--- config.mk ---
export PLATFORM = sky130hd
export DESIGN_NAME = burst_sram_ctrl
export DESIGN_NICKNAME = d
export VERILOG_FILES = /design/src/rtl/burst_sram_ctrl.sv
export SDC_FILE = /design/constraint.sdc
export NUM_CORES = 1
export LEC_CHECK = 0
export ABC_CLOCK_PERIOD_IN_PS = 7700
export BUFFER_PORTS_ARGS = -buffer_cell sky130_fd_sc_hd__clkbuf_2
export CAP_MARGIN = 0
export CORE_ASPECT_RATIO = 1.1
export CORE_MARGIN = 2
export CORE_UTILIZATION = 50
export CTS_CLUSTER_SIZE = 25
export DETAILED_ROUTE_END_ITERATION = 16
export PLACE_DENSITY = 0.64
export SETUP_SLACK_MARGIN = 0.2
export SLEW_MARGIN = 20
export SYNTH_ARGS = -nofsm -noshare
export SYNTH_HDL_FRONTEND = slang
export SYNTH_SLANG_ARGS = --single-unit
--- constraint.sdc ---
create_clock -name clk -period 7.7 [get_ports clk]
set_clock_uncertainty 0.1 [all_clocks]
set_input_delay 1.54 -clock clk [delete_from_list [all_inputs] [get_ports clk]]
set_output_delay 1.54 -clock clk [all_outputs]
set_load 0.02 [all_outputs]
--- src/rtl/burst_sram_ctrl.sv ---
// Burst SRAM controller: single-port storage array with incrementing or wrapping
// read/write bursts, first beat executed in the request cycle.
module burst_sram_ctrl #(
  parameter int unsigned DATA_W = 8,
  parameter int unsigned ADDR_W = 4,
  parameter int unsigned LEN_W  = ADDR_W + 1
) (
  input  logic              clk,
  input  logic              rst_n,
  input  logic              cs,
  input  logic              we,
  input  logic [ADDR_W-1:0] addr,
  input  logic [LEN_W-1:0]  burst_len,
  input  logic              wrap,
  input  logic [DATA_W-1:0] data_in,
  output logic [DATA_W-1:0] data_out,
  output logic              rvalid,
  output logic              busy,
  output logic              done
);

  localparam int unsigned DEPTH = 2 ** ADDR_W;

  typedef enum logic [1:0] {IDLE, WBURST, RBURST} state_t;
  typedef logic [ADDR_W-1:0] addr_t;
  typedef logic [ADDR_W:0]   cnt_t;

  state_t             state_q, state_d;
  addr_t              addr_q, addr_d;
  addr_t              mask_q, mask_d;
  cnt_t               cnt_q, cnt_d;
  logic [DATA_W-1:0]  data_out_q, data_out_d;
  logic               rvalid_q, rvalid_d;
  logic               done_q, done_d;

  logic [DATA_W-1:0]  mem [DEPTH];

  cnt_t   eff_len;
  addr_t  req_mask;
  addr_t  beat_addr;
  addr_t  beat_mask;
  logic   beat_en;
  logic   beat_we;
  logic   beat_last;

  always_comb begin
    if (32'(burst_len) > DEPTH) eff_len = cnt_t'(DEPTH);
    else                        eff_len = cnt_t'(burst_len);
    // Bits set in the mask advance; cleared bits are frozen from the start address.
    if (wrap && ((eff_len & (eff_len - cnt_t'(1))) == '0))
      req_mask = addr_t'(eff_len - cnt_t'(1));
    else
      req_mask = '1;
  end

  always_comb begin
    state_d    = state_q;
    addr_d     = addr_q;
    mask_d     = mask_q;
    cnt_d      = cnt_q;
    data_out_d = data_out_q;
    rvalid_d   = 1'b0;
    done_d     = 1'b0;
    beat_en    = 1'b0;
    beat_we    = 1'b0;
    beat_last  = 1'b0;
    beat_addr  = addr_q;
    beat_mask  = mask_q;

    case (state_q)
      IDLE: begin
        if (cs && (eff_len != '0)) begin
          beat_en   = 1'b1;
          beat_we   = we;
          beat_addr = addr;
          beat_mask = req_mask;
          cnt_d     = eff_len - cnt_t'(1);
          beat_last = (eff_len == cnt_t'(1));
          if (!beat_last) state_d = we ? WBURST : RBURST;
        end
      end
      default: begin
        beat_en   = 1'b1;
        beat_we   = (state_q == WBURST);
        cnt_d     = cnt_q - cnt_t'(1);
        beat_last = (cnt_q == cnt_t'(1));
        if (beat_last) state_d = IDLE;
      end
    endcase

    if (beat_en) begin
      addr_d = (beat_addr & ~beat_mask) | ((beat_addr + addr_t'(1)) & beat_mask);
      mask_d = beat_mask;
      done_d = beat_last;
      if (!beat_we) begin
        data_out_d = mem[beat_addr];
        rvalid_d   = 1'b1;
      end
    end
  end

  always_ff @(posedge clk or negedge rst_n) begin
    if (!rst_n) begin
      state_q    <= IDLE;
      addr_q     <= '0;
      mask_q     <= '0;
      cnt_q      <= '0;
      data_out_q <= '0;
      rvalid_q   <= 1'b0;
      done_q     <= 1'b0;
    end else begin
      state_q    <= state_d;
      addr_q     <= addr_d;
      mask_q     <= mask_d;
      cnt_q      <= cnt_d;
      data_out_q <= data_out_d;
      rvalid_q   <= rvalid_d;
      done_q     <= done_d;
    end
  end

  // Contents are never reset; writes are blocked while reset is held.
  always_ff @(posedge clk) begin
    if (rst_n && beat_en && beat_we) mem[beat_addr] <= data_in;
  end

  assign data_out = data_out_q;
  assign rvalid   = rvalid_q;
  assign done     = done_q;
  assign busy     = (state_q != IDLE);

endmodule

; After elaboration in Yosys (flattened, before gate mapping)
; Memories as Yosys holds them, arrays and structs flattened. A register that Yosys moved wholly into a read port is not among the register bits.
; Index checks and enable logic that the tools add are counted.
[totals]
out_inout_bits = 11
memories = 1
rom_bits = 0
input_bits = 22
ram_bits = 128
register_bits = 17
latch_bits = 0
[classes]
eq_ne = 5
multipliers = 0
magnitude_cmp = 1
div = 0
shifts = 0
addsub = 3
reduce_logical = 12
bitwise = 6
n_mux = 24
[mem_list]
columns = name, words, width, rd, rd_clocked_by_memory_dff, write_ports, line_no
row1 = mem, 16, 8, 1, 1, 1, 36  ; logic [DATA_W-1:0] mem [DEPTH];
[op_table]
columns = op, count
row1 = 2-to-1 mux 4 bit, 5
row2 = 2-to-1 mux 5 bit, 3
row3 = 2-to-1 mux 1 bit, 11
row4 = "== test 5 x 1 -> 1 bit, second input constant", 2
row5 = 2-to-1 mux 2 bit, 5
row6 = "subtractor 5 x 1 -> 5 bit, second input constant", 2
row7 = AND 4 bit, 2
row8 = AND 5 bit, 1
row9 = "> comparator 5 bit, second input constant", 1
row10 = logical NOT 5 bit, 1
row11 = nonzero test 5 bit, 1
row12 = "adder 4 x 1 -> 4 bit, second input constant", 1
row13 = logical AND 1 bit, 4
row14 = "inequality test 2 bit, second input constant", 2
row15 = inverter 4 bit, 1
row16 = OR 4 bit, 1
row17 = nonzero test 2 bit, 2
row18 = AND reduction 3 bit, 1
row19 = "== test 2 x 1 -> 1 bit, second input constant", 1
row20 = logical NOT 2 bit, 1
row21 = AND reduction 2 bit, 1
row22 = logical NOT 1 bit, 1
row23 = inverter 1 bit, 1

; Depth between registers and ports, before layout
[logic_depth]
word_depth = 12
mapped_depth = 12

; Least setup slack after synthesis
; Ideal clock, no wire load.
[synth_timing]
kind = input to register
from = in burst_len[4]
to = mem mem[11][0], enable pin
arrival_time_ns = 3.555
stages = 11
setup_ns = 0.332
t_required_ns = 7.268
setup_slack_ns = 3.713
path_cell_list = nand2b_1 > ha_1 > or4b_1 > buf_2 > a21oi_2 > a21oi_2 > inv_4 > buf_6 > buf_8 > ha_1 > and3_1
[synth_via]
elab_chain_cells = 10
[synth_lines]
columns = item, line_no
row1 = from (decl), 13  ; input logic [LEN_W-1:0] burst_len,
row2 = > comparator 5 bit, 47  ; if (32'(burst_len) > DEPTH) eff_len = cnt_t'(DEPTH);
row3 = 2-to-1 mux 5 bit (*), 47
row4 = nonzero test 5 bit (*), 72  ; if (cs && (eff_len != '0)) begin
row5 = logical AND 1 bit (*), 72
row6 = 2-to-1 mux 1 bit, 72
row7 = 2-to-1 mux 1 bit, 70  ; case (state_q)
row8 = logical AND 1 bit (2 in a row), 124  ; if (rst_n && beat_en && beat_we) mem[beat_addr] <= data_in;
row9 = 2-to-1 mux 1 bit, 124
row10 = 2-to-1 mux 1 bit (implied by the code), 124
row11 = to (decl), 36
; Mark *: on every way between the ends. The rest lies on a longest branch, timed or not.

; Worst setup path in the final report
[layout_timing]
from = in burst_len[4]
to = reg data_out_q[7], in the netlist data_out[7], read port of mem
[layout_via]
elab_chain_cells = 8
[layout_lines]
columns = item, line_no
row1 = > comparator 5 bit, 47
row2 = 2-to-1 mux 5 bit (*), 47
row3 = nonzero test 5 bit (*), 72
row4 = logical AND 1 bit (*), 72
row5 = 2-to-1 mux 1 bit, 72
row6 = 2-to-1 mux 1 bit, 70
row7 = inverter 1 bit (no line), --
row8 = AND reduction 2 bit (no line), --
row9 = to (decl), 32  ; logic [DATA_W-1:0] data_out_q, data_out_d;
; Marks and branches as above.
; A chain may end at the register's enable or synchronous reset.

==> qor.csv <==
metric;value;unit
Vias;4470;
Total Routing Usage GR;23.0;%
endpoints failing setup;0;
RSZ-0062 raised after global routing;false;
Multi-input gate area;0.00246;mm^2
sequential share of power;37.8;%
die width;118;um
DP Area;0.00738;mm^2
postcts setup bufs;0;
Worst Setup SP;burst_len[4];
crit-path max FO;26;
root buffer cell;clkbuf_16;
final slew viol count;0;
met1 usage;29.7;%
initial drt markers;394;
design area;0.00791;mm^2
Worst Tran Pin Value;1040;ps
#FFs+latches synth;153;
met2 Use GR;39.8;%
Pleak;2.86;nW
r2r endpoint;mem[3][2];
Pint;1.77;mW
ys flop type;edfxtp_1;
Syn Inst Count;516;
layout cells sized above 1;18.3;%
Seq/Total Area, Yosys;62.9;%
Hold Fails Final Rpt;0;
Area growth syn-to-layout;11.2;%
Synthesis Warnings;0;
syn_area_per_cell;13.8;um^2
antenna diode count;0;
Synth Cell Area;0.00711;mm^2
Synth area leaders;edfxtp_1 (54%), dfrtp_1 (8.8%), mux2i_1 (5.9%);
TritonCTS clock tree;built;
worst-case hold slack;417;ps
largest net degree at the start of global routing;52;
f_max;0.194;GHz
Switch Pwr;1.03;mW
cts hold-fix bufs;0;
min-delay src;mask_q[3];
DRC errors left;0;
hold path endpoint;mask_q[3];
CP required;7930;ps
critical path arrival;5380;ps
CORE AREA;0.0139;mm^2
Vias/cell;6.01;
Period minus WS final;5150;ps
Num CTS Buffers;17;
Power Total;2.81;mW
Distinct cells, synth;62;
Max-Cap Viols;0;
number of flops mapped to enable cells by yosys;128;
VDD IR max;0.000196;V
Clk network pwr share;26.2;%
Clock Pin Slew Worst Setup and Hold Paths;60;ps
Starting Density;51.3;%
pwr dens;355;mW/mm^2
IO buf count;32;
DP Wirelength;11.0;mm
Combinational Power Share;36.0;%
switching part of the total power;36.8;%
Die ar.;0.0152;mm^2
cell count of the worst hold path;2;
M3 GR Usage;4.49;%
Die Y;129;um
GRT overflow;0;
wire length per cell;22.2;um
asr flop ratio synth;16.3;%
Synth area leader;edfxtp_1;
Tightest Hold Check Type;flop to flop;
Antenna Nets Post-Route;0;
clk sink count;153;
post-synth top area share;54.1;%
Detailed Routing Iterations Pass 1;5;
TNS Setup;0;ps
drt total wl;16.5;mm
I/O Pins;33;
FP Rows;45;
clock latency on the worst-skew pair;420;ps
Syn Nets;551;
outcome;finished, final reports clean;
GP Congestion;0.841;
Longest Clk Path Bufs;2;
NumNets Final;579;
R2R cell count;6;
crit start category;input pin;
post-cts sizing count;0;
first-pass GRT wire length;25.8;mm
global route hottest layer;met2;
max_slew headroom;30.6;%
filler cell count;1143;
Worst Setup End Kind;flop;
H-tree depth;4;
fin crit share;66.9;%
vias in the first global route;4472;
WS Path Type;input pin to flop;
r2r startpoint;state_q[1];
reg2reg setup slack;3870;ps
Register Area;0.00447;mm^2
initial antenna violation count;0;
-- how the worst max path moves through the flow --
stage | cells after the start | slack (ps) | end
after detailed placement | 9 | 2240 | data_out[7]
after CTS | 9 | 2670 | data_out[7]
after global routing | 9 | 2240 | data_out[7]
after global placement | 9 | 2320 | mem[3][3]
final | 9 | 2550 | data_out[7]
after floorplan | 11 | 3710 | mem[11][0]
-- routing by layer --
metal | up-vias | routed length (um) | part of all wire (%)
li1 | 2076 | - | -
met1 | 2218 | 7080 | 43
met2 | 154 | 8370 | 51
met3 | 22 | 827 | 5.0
met4 | 0 | 263 | 1.6
met5 | - | 0 | 0
-- state kept, by name, indices dropped and copies added (netlist names) --
| signal | count |
|---|---|
| addr_q | 4 |
| cnt_q | 5 |
| data_out | 8 |
| done | 1 |
| mask_q | 4 |
| mem | 128 |
| rvalid | 1 |
| state_q | 2 |
-- worst max-delay path, stage by stage --
cell	delay [ps]
clkbuf_2	160
nand2b_1	240
ha_1	240
or4b_1	820
nand2_1	850
o21ai_1	670
nand2_1	300
o221a_2	360
a41oi_2	190
-- power by group through the flow --
stage | clock, mW | combinational, mW | sequential (mW)
detailed placement | 0 | 1.00 | 1.08
finish | 0.735 | 1.01 | 1.06
CTS | 0.744 | 1.01 | 1.06
floorplan | 0 | 0.742 | 1.07
global placement | 0 | 0.984 | 1.07
global route | 0.786 | 1.09 | 1.07
-- logic make-up (layout without fill, tap and decap cells) --
logic type	Yosys count	count (layout)	synth area share [%]
multiplexers	52	52	7.50
AND/OR/NAND/NOR	137	137	10.1
XOR/XNOR	1	1	0.123
adder cells (fa/ha/maj)	13	13	2.29
AO/OA/AOI/OAI	125	125	14.5
buffers and inverters	35	75	2.59
flip-flops	153	153	62.9
-- cells in the mapped netlist (all sizes together), types with 2 or more instances --
cell / instances
and3: 18
o22ai: 7
a21o: 2
dfrtp: 25
and2: 2
a41oi: 8
a311oi: 16
a31o: 2
a221oi: 4
nand2b: 20
o221a: 4
nor4: 2
edfxtp: 128
a21oi: 29
o22a: 20
a211oi: 18
buf: 13
nor4b: 2
ha: 13
inv: 9
nor3b: 2
nand2: 48
clkbuf: 12
nor2b: 3
mux2i: 42
o21ai: 7
nand3: 4
nor2: 27
nor3: 3
mux2: 10
-- stage by stage --
step	worst slack, ps	std cells	utilization [%]
6_report	2550	744	57.1
5_1_grt	2240	744	57.1
4_1_cts	2670	744	57.1
3_5_place_dp	2240	713	53.3
3_3_place_gp	2320	713	53.3
2_1_floorplan	3710	516	-
-- placed cells by master (no fill, tap or decap), drive strengths merged, types with 2 or more instances in the layout --
| cell | count |
|---|---|
| edfxtp | 128 |
| clkbuf | 50 |
| nand2 | 48 |
| mux2i | 42 |
| a21oi | 29 |
| nor2 | 27 |
| dfrtp | 25 |
| nand2b | 20 |
| o22a | 20 |
| and3 | 18 |
| a211oi | 18 |
| a311oi | 16 |
| ha | 13 |
| inv | 11 |
| mux2 | 10 |
| a41oi | 8 |
| o22ai | 7 |
| o21ai | 7 |
| clkinv | 7 |
| clkinvlp | 5 |
| nand3 | 4 |
| a221oi | 4 |
| o221a | 4 |
| nor2b | 3 |
| nor3 | 3 |
| nor4 | 2 |
| a21o | 2 |
| a31o | 2 |
| buf | 2 |
| nor4b | 2 |
| nor3b | 2 |
| and2 | 2 |
-- final cells by class --
| class | count | area share, % |
|---|---|---|
| sequential | 153 | 56.5 |
| inverter | 10 | 0.506 |
| clock buffer | 18 | 5.43 |
| multi-input combinational | 328 | 31.1 |
| tap | 188 | 2.97 |
| clock inverter | 13 | 1.25 |
| timing repair buffer | 34 | 2.21 |
Note: power is estimated with default switching activity, not from simulation.
